==> config.mk <==
export PLATFORM = sky130hd
export DESIGN_NAME = zbt_point_reader
export DESIGN_NICKNAME = d
export VERILOG_FILES = /design/src/rtl/zbt_pkg.sv /design/src/rtl/zbt_point_reader_fifo.sv /design/src/rtl/zbt_point_reader.sv
export SDC_FILE = /design/constraint.sdc
export NUM_CORES = 1
export LEC_CHECK = 0
export BUFFER_PORTS_ARGS = -buffer_cell sky130_fd_sc_hd__buf_2
export CAP_MARGIN = 0
export CORE_MARGIN = 5
export CORE_UTILIZATION = 45
export DETAILED_ROUTE_END_ITERATION = 12
export PLACE_DENSITY_LB_ADDON = 0.08
export RECOVER_POWER = 100
export SYNTH_ARGS = -nofsm -noshare
export SYNTH_HDL_FRONTEND = slang
export SYNTH_HIERARCHICAL = 1
export SYNTH_SLANG_ARGS = --single-unit
==> constraint.sdc <==
create_clock -name clk -period 3.3 [get_ports clk]
set_clock_uncertainty 0.1 [all_clocks]
set_input_delay 0.165 -clock clk [delete_from_list [all_inputs] [get_ports clk]]
set_output_delay 0.165 -clock clk [all_outputs]
set_load 0.01 [all_outputs]
==> src/rtl/zbt_pkg.sv <==
// Shared definitions for the ZBT point reader and writer.
//   Word layout: {18'b0, x[9:0], y_field[7:0]}, where y_field = y/4.
//   Contents: bus widths, field widths and offsets, the reader FSM state
//   encoding, and the packed point entry that the reader FIFO stores.
package zbt_pkg;
  localparam int ADDR_W = 19;
  localparam int DATA_W = 36;
  localparam int X_W    = 10;
  localparam int Y_W    = 8;
  localparam int X_LSB  = 8;
  localparam int Y_LSB  = 0;

  typedef enum logic [1:0] {IDLE, ISSUE, DRAIN} state_t;

  typedef struct packed {
    logic           last;
    logic [X_W-1:0] x;
    logic [Y_W-1:0] y;
  } pt_entry_t;
endpackage

==> src/rtl/zbt_point_reader_fifo.sv <==
// point_fifo: synchronous show-ahead FIFO used for the reader's point entries.
//   Ports: clk, rst_n (async low); push/wdata write one entry; pop consumes
//   the head entry. rdata always shows the head entry. valid means the FIFO
//   is not empty. count is the current occupancy.
//   A push and a pop in the same cycle leave the occupancy unchanged.
//   The caller must not push while the FIFO is full unless it also pops.
module point_fifo #(
  parameter  int W     = 19,
  parameter  int DEPTH = 4,
  localparam int AW    = $clog2(DEPTH)
) (
  input  logic         clk,
  input  logic         rst_n,
  input  logic         push,
  input  logic [W-1:0] wdata,
  input  logic         pop,
  output logic [W-1:0] rdata,
  output logic         valid,
  output logic [AW:0]  count
);
  logic [W-1:0] mem [DEPTH];
  logic [AW:0]  wptr, rptr;

  // Storage is reset so the head reads as zero straight out of reset.
  always_ff @(posedge clk or negedge rst_n) begin
    if (!rst_n) begin
      wptr <= '0;
      rptr <= '0;
      for (int i = 0; i < DEPTH; i++) mem[i] <= '0;
    end else begin
      if (push) begin
        mem[wptr[AW-1:0]] <= wdata;
        wptr              <= wptr + (AW+1)'(1);
      end
      if (pop) rptr <= rptr + (AW+1)'(1);
    end
  end

  assign rdata = mem[rptr[AW-1:0]];
  assign count = wptr - rptr;
  assign valid = (count != '0);
endmodule

==> src/rtl/zbt_point_reader.sv <==
// zbt_point_reader: reads a run of packed point words from ZBT SRAM and
// streams them out as (x, y) points using valid/ready handshakes.
//   Run control: start, base_addr and count start a run. busy is high while
//   a run is in progress. done pulses once when the run ends.
//   Memory side: mem_addr and mem_we (mem_we is always 0). mem_rdata is valid
//   READ_LAT cycles after the address is presented.
//   Point stream: pt_valid, pt_ready, pt_x, pt_y and pt_last. pt_last marks
//   the final point of the run.
//   Optional: defining ZBT_FORMAT_CHECK_EN adds the sticky fmt_err output.
//   fmt_err is set when a returned word has nonzero upper bits [35:18].
// Read latency is hidden by issuing reads only while a FIFO slot is reserved
// for each one. A slot counts as used from the cycle a read is issued until
// its point is consumed.
module zbt_point_reader #(
  parameter int ADDR_W     = zbt_pkg::ADDR_W,
  parameter int DATA_W     = zbt_pkg::DATA_W,
  parameter int READ_LAT   = 2,
  parameter int FIFO_DEPTH = 4
) (
  input  logic                    clk,
  input  logic                    rst_n,
  input  logic                    start,
  input  logic [ADDR_W-1:0]       base_addr,
  input  logic [ADDR_W-1:0]       count,
  output logic                    busy,
  output logic                    done,
  output logic [ADDR_W-1:0]       mem_addr,
  output logic                    mem_we,
  input  logic [DATA_W-1:0]       mem_rdata,
  output logic                    pt_valid,
  input  logic                    pt_ready,
  output logic [zbt_pkg::X_W-1:0] pt_x,
  output logic [zbt_pkg::Y_W-1:0] pt_y,
  output logic                    pt_last
`ifdef ZBT_FORMAT_CHECK_EN
  , output logic                  fmt_err
`endif
);
  import zbt_pkg::*;

  localparam int FCW = $clog2(FIFO_DEPTH) + 1;
  localparam int CW  = $clog2(FIFO_DEPTH + READ_LAT + 2) + 1;

  state_t            state, state_nxt;
  logic [READ_LAT:0] vld_pipe, last_pipe;
  logic [ADDR_W-1:0] base_r, cnt_r, issued;
  logic [FCW-1:0]    fifo_cnt;
  logic [CW-1:0]     in_flight, used;
  logic              credit_ok, issue_en, issue, issue_last;
  logic              start_go, start_zero, push, pop, fifo_valid, run_end;
  pt_entry_t         wr_ent, rd_ent;

  assign start_go   = start && (state == IDLE) && (count != '0);
  assign start_zero = start && (state == IDLE) && (count == '0);

  // Count the stages of the READ_LAT+1 stage valid pipe that hold a read.
  always_comb begin
    in_flight = '0;
    for (int i = 0; i <= READ_LAT; i++) in_flight = in_flight + CW'(vld_pipe[i]);
  end

  // A pop in this cycle frees its slot at the same edge as the new issue.
  // This allows one point per clock in steady state.
  assign used       = in_flight + CW'(fifo_cnt);
  assign credit_ok  = used < (CW'(FIFO_DEPTH) + CW'(pop));
  assign issue      = issue_en && credit_ok;
  assign issue_last = issue && (issued == cnt_r - ADDR_W'(1));

  // The last entry leaving the FIFO means both the pipe and the FIFO are
  // empty from the next cycle. done and the drop of busy line up there.
  assign run_end = pop && rd_ent.last;

  // FSM: state register
  always_ff @(posedge clk or negedge rst_n) begin
    if (!rst_n) state <= IDLE;
    else        state <= state_nxt;
  end

  // FSM: next state
  always_comb begin
    state_nxt = state;
    case (state)
      IDLE:    if (start_go) state_nxt = (count == ADDR_W'(1)) ? DRAIN : ISSUE;
      ISSUE:   if (issue_last) state_nxt = DRAIN;
      DRAIN:   if (run_end) state_nxt = IDLE;
      default: state_nxt = IDLE;
    endcase
  end

  // FSM: outputs
  always_comb begin
    busy     = (state != IDLE);
    issue_en = (state == ISSUE);
  end

  // Word 0 is issued directly off the start pulse, which saves a cycle of
  // latency. Further words are issued from ISSUE as credits allow.
  always_ff @(posedge clk or negedge rst_n) begin
    if (!rst_n) begin
      mem_addr  <= '0;
      base_r    <= '0;
      cnt_r     <= '0;
      issued    <= '0;
      vld_pipe  <= '0;
      last_pipe <= '0;
      done      <= 1'b0;
    end else begin
      done      <= run_end | start_zero;
      vld_pipe  <= {vld_pipe[READ_LAT-1:0], 1'b0};
      last_pipe <= {last_pipe[READ_LAT-1:0], 1'b0};
      if (start_go) begin
        base_r       <= base_addr;
        cnt_r        <= count;
        mem_addr     <= base_addr;
        issued       <= ADDR_W'(1);
        vld_pipe[0]  <= 1'b1;
        last_pipe[0] <= (count == ADDR_W'(1));
      end else if (issue) begin
        mem_addr     <= base_r + issued;
        issued       <= issued + ADDR_W'(1);
        vld_pipe[0]  <= 1'b1;
        last_pipe[0] <= issue_last;
      end
    end
  end

  assign mem_we = 1'b0;

  // Stage READ_LAT of the pipe lines up with valid mem_rdata.
  assign push = vld_pipe[READ_LAT];
  always_comb begin
    wr_ent = '{last: last_pipe[READ_LAT],
               x:    mem_rdata[X_LSB +: X_W],
               y:    mem_rdata[Y_LSB +: Y_W]};
  end

  point_fifo #(
    .W     ($bits(pt_entry_t)),
    .DEPTH (FIFO_DEPTH)
  ) u_fifo (
    .clk   (clk),
    .rst_n (rst_n),
    .push  (push),
    .wdata (wr_ent),
    .pop   (pop),
    .rdata (rd_ent),
    .valid (fifo_valid),
    .count (fifo_cnt)
  );

  assign pop      = fifo_valid && pt_ready;
  assign pt_valid = fifo_valid;
  assign pt_x     = rd_ent.x;
  assign pt_y     = rd_ent.y;
  assign pt_last  = fifo_valid && rd_ent.last;

`ifdef ZBT_FORMAT_CHECK_EN
  always_ff @(posedge clk or negedge rst_n) begin
    if (!rst_n)                      fmt_err <= 1'b0;
    else if (start_go || start_zero) fmt_err <= 1'b0;
    else if (push && (|mem_rdata[DATA_W-1:X_LSB+X_W])) fmt_err <= 1'b1;
  end
`else
  logic unused_hi;
  assign unused_hi = ^mem_rdata[DATA_W-1:X_LSB+X_W];
`endif
endmodule

==> metrics list <==
- In this run, distinct cell masters in the synthesized netlist total 70.
* Type of destination of the critical path: flop
- After the first detailed-routing iteration, the DRC count stood at 397.
- Across every metal layer, demand over resource in global routing totals 19.4%.
- Die Footprint: 0.0228 mm²
- The final reports fail on capacitance limit, slew limit, setup timing.
- Nets in the synthesized netlist: 901
- Maximum count of clock buffers along a single path: 2
- For this run, the share of the core covered by cells in the final layout is 55.9%.
- Along the worst path, the maximum fanout reaches 4.
* Clock tree root buffer cell: clkbuf_16
* Number of setup violations in the final report: 28
- The clock tree synthesis step divided the H-tree into 4 levels.
- Per-instance average area after synthesis: 11.3 µm²
- After layout, the worst setup slack is -0.133 ns.
* Fin crit period: 3.43 ns
- Count of buffers inserted at the top-level ports: 100
- Synthesis inferred 167 register bits.
- In this run the static leakage power is 0.00494 µW.
- Initial cell density of the core: 45.8%
- Synthesis handed over a netlist of 791 instances.
- In the final layout, flip-flops and latches occupy 0.00418 mm².
- Among cell families on the critical path, the largest total delay comes from adder cells.
- Together, buffers and inverters on the worst path number 1.
- The die is 151 µm wide.
- RSZ-0062 raised after global routing: yes
- After floorplanning, the core was divided into 51 placement rows.
* Count of fill cells added during filler insertion: 1,727
* Area of combinational cells with multiple inputs: 0.00449 mm²
- Result of the run: finished with violations
* Fmax: 291 MHz
* Most used cells in the layout excluding fill and tap cells: dfrtp_1 (167), nand2_1 (136), buf_2 (59)
- For this design, the slowest cell found on the critical path is fa_1.
* Slowest Stage Delay on Critical Path: 0.48 ns
- Counting the buffers created by CTS gives 17.
* Rel. slew slack: -50.7%
- For this run, design rule violations remaining after detail routing come to 0.
- In this run, placement finished with an instance count of 1,147.
- Routability cong.: 0.806
- Entering global routing, the biggest net connects 94 pins.
- At the worst endpoint, the required time is 3.49 ns.
* Global route overflow: 0
- The detail route stage leaves a number of antenna-violating nets equal to 0.
- Via count of the first global-routing pass: 7,001
- Worst VDD drop: 1.10 mV
- From bottom edge to top edge, the die measures 151 µm.
* Max_cap viols: 1
- In this run the count of I/O pins placed on the die edge is 120.
- On the final layout, the worst hold slack is 0.0440 ns.
- Cell-by-cell trace of the critical path: ha_4, inv_2, fa_1, ha_2, fa_1, nand4bb_4, a221o_2, nor3_4, and2_4, nand3_2, xor2_1, nor2_1
* Synth-to-layout area growth: 22.3%
- Number of failing hold endpoints at the final stage: 0
- Sinks on the clock net: 167
* Placeable core area: 0.0195 mm²
- The number of antenna violations at the first check in global routing was 0.
- Clock tree from TritonCTS: yes
* Latest clock arrival within the worst-skew pair: 0.43 ns
* Start-to-end type of the worst setup path: reg -> reg
* Yosys warning count: 6
- With fillers left out, the area of the finished cells amounts to 0.0109 mm².
- Summed over all layers, the routed wires come to 21,200 µm.
- In the final routed layout, each cell accounts on average for 17.0 µm.
* Placed wire-length estimate: 14,500 µm
- In this run the worst hold path is classified as in -> reg.
- Critical path startpoint category: flop
- In this run the power density over the cells is 1270 mW/mm².
- For the final routed database, the setup TNS stands at -1.77 ns.
- Post-synth top flop: dfrtp_1
- Final Cycle Share: 104%
- First-pass GRT wire length: 34,800 µm
- Clock-pin slew on the worst setup and hold paths: 0.07 ns
- Most prevalent standard cell on the critical path: fa_1
- Share of post-route cells with drive strength above 1: 23.4%
* Transition at the pin with the smallest max-transition slack: 2.26 ns
- Leaving out fill and tap cells, the most frequent cell in the layout is dfrtp_1.
- Sequential-to-total area share from yosys stat: 46.8%
- In the routed layout, each cell is associated on average with a via count of 5.30.
- Summing every instance area after synthesis gives 0.00893 mm².
* Total cell area at the placement stage: 0.00979 mm²
- Fraction of synthesis flops using an asynchronous set or reset pin: 100%
* Worst Path Arrival: 3.62 ns
* Post-route insts no fill: 1,248
- Total via count in the routed design: 6,611
- Final antenna diode count: 0
- Count of final max-slew check failures: 94
- Before antenna repair, the detailed router went through 4 iterations.
- The final layout contains 1,080 nets.
* Count of flip-flops with a built-in enable after synthesis: 0
## stage by stage
stage | setup slack, ns | total power, µW
after floorplan | -0.106 | 8860
after global placement | -0.133 | 10700
after detailed placement | -0.189 | 10900
after CTS | -0.128 | 13900
after global routing | -0.254 | 14900
final | -0.133 | 13900
## path summary, 6_finish.rpt
path / from / end / slack (ns) / depth (start not counted)
setup / recovery: u_fifo/rptr[0] / issued[15] / -0.13 / 12
hold / removal: start / state[1] / 0.04 / 5
setup reg to reg: u_fifo/rptr[0] / issued[15] / -0.13 / 12
hold reg to reg: last_pipe[0] / last_pipe[1] / 0.25 / 0
max in group asynchronous: rst_n / issued[11] / 0.50 / 3
min in group asynchronous: rst_n / u_fifo/mem[53] / 0.84 / 2
## cell type report
cell class	count	share of cell area, %
Clock inverter	14	1.16
Clock buffer	18	3.93
Tap cell	265	3.04
Multi-Input combinational cell	576	41.1
Inverter	16	0.550
Timing Repair Buffer	192	12.0
Sequential cell	167	38.3
## cell usage after synthesis (5+ instances only)
cell type / n / area, µm²
xor2_1: 26 / 228
xnor2_1: 38 / 333
nor3_1: 17 / 85.1
nor2_1: 39 / 146
nand2_1: 135 / 507
mux2i_1: 6 / 60.1
buf_2: 5 / 25.0
or3_1: 5 / 31.3
dfrtp_1: 167 / 4180
mux4_2: 19 / 428
o21ai_0: 26 / 130
a21o_1: 5 / 37.5
ha_1: 28 / 350
and2_1: 10 / 62.6
mux2_4: 31 / 465
nand4_1: 8 / 50.1
nor4_1: 10 / 62.6
nand3_1: 16 / 80.1
clkbuf_1: 15 / 56.3
inv_1: 16 / 60.1
mux2_2: 48 / 541
a21oi_1: 24 / 120
## cells by family after synthesis
family	after synthesis	synth area share (%)
AND/OR/NAND/NOR	277	15.3
flip-flops	167	46.8
multiplexers	104	16.7
AO/OA/AOI/OAI	98	6.99
XOR/XNOR	64	6.27
buffers and inverters	48	3.09
adder cells (fa/ha/maj)	32	4.82
other	1	0.0420
## sequential cells by signal, summed over array words and instances, names as in the netlist, 3 cells and up
| register | cells |
|---|---|
| base_r | 19 |
| cnt_r | 19 |
| issued | 19 |
| last_pipe | 3 |
| mem_addr | 19 |
| u_fifo/mem | 76 |
| u_fifo/rptr | 3 |
| u_fifo/wptr | 3 |
| vld_pipe | 3 |
## worst min-delay path, stage by stage
cell      delay, ns
buf_2          0.10
nand2_1        0.05
nor3_1         0.04
a21oi_1        0.11
o21bai_1       0.07
## power breakdown
group / leakage (µW) / internal (µW) / total [µW] / switching [µW]
clock: 0.000271 / 1000 / 1920 / 918
combinational: 0.00262 / 4130 / 8260 / 4130
sequential: 0.00205 / 3010 / 3690 / 674
## routing by layer
layer  GRT usage, %  vias to the layer above  part of all wire, %
li1               -                     3144                    -
met1           24.1                     3312                   43
met2           34.1                      128                   52
met3           3.80                       27                  3.6
met4           5.80                        0                  2.0
met5              0                        -                    0
## what timing repair did
item | 4_1_cts | 5_1_grt
setup buffers | 10 | 2
pin swaps | 15 | 7
setup endpoints to repair | 25 | 40
resized for setup | 22 | 28
hold buffers | 58 | 0
hold endpoints to repair | 219 | 0
No activity file was read; power rests on OpenSTA's default activity.
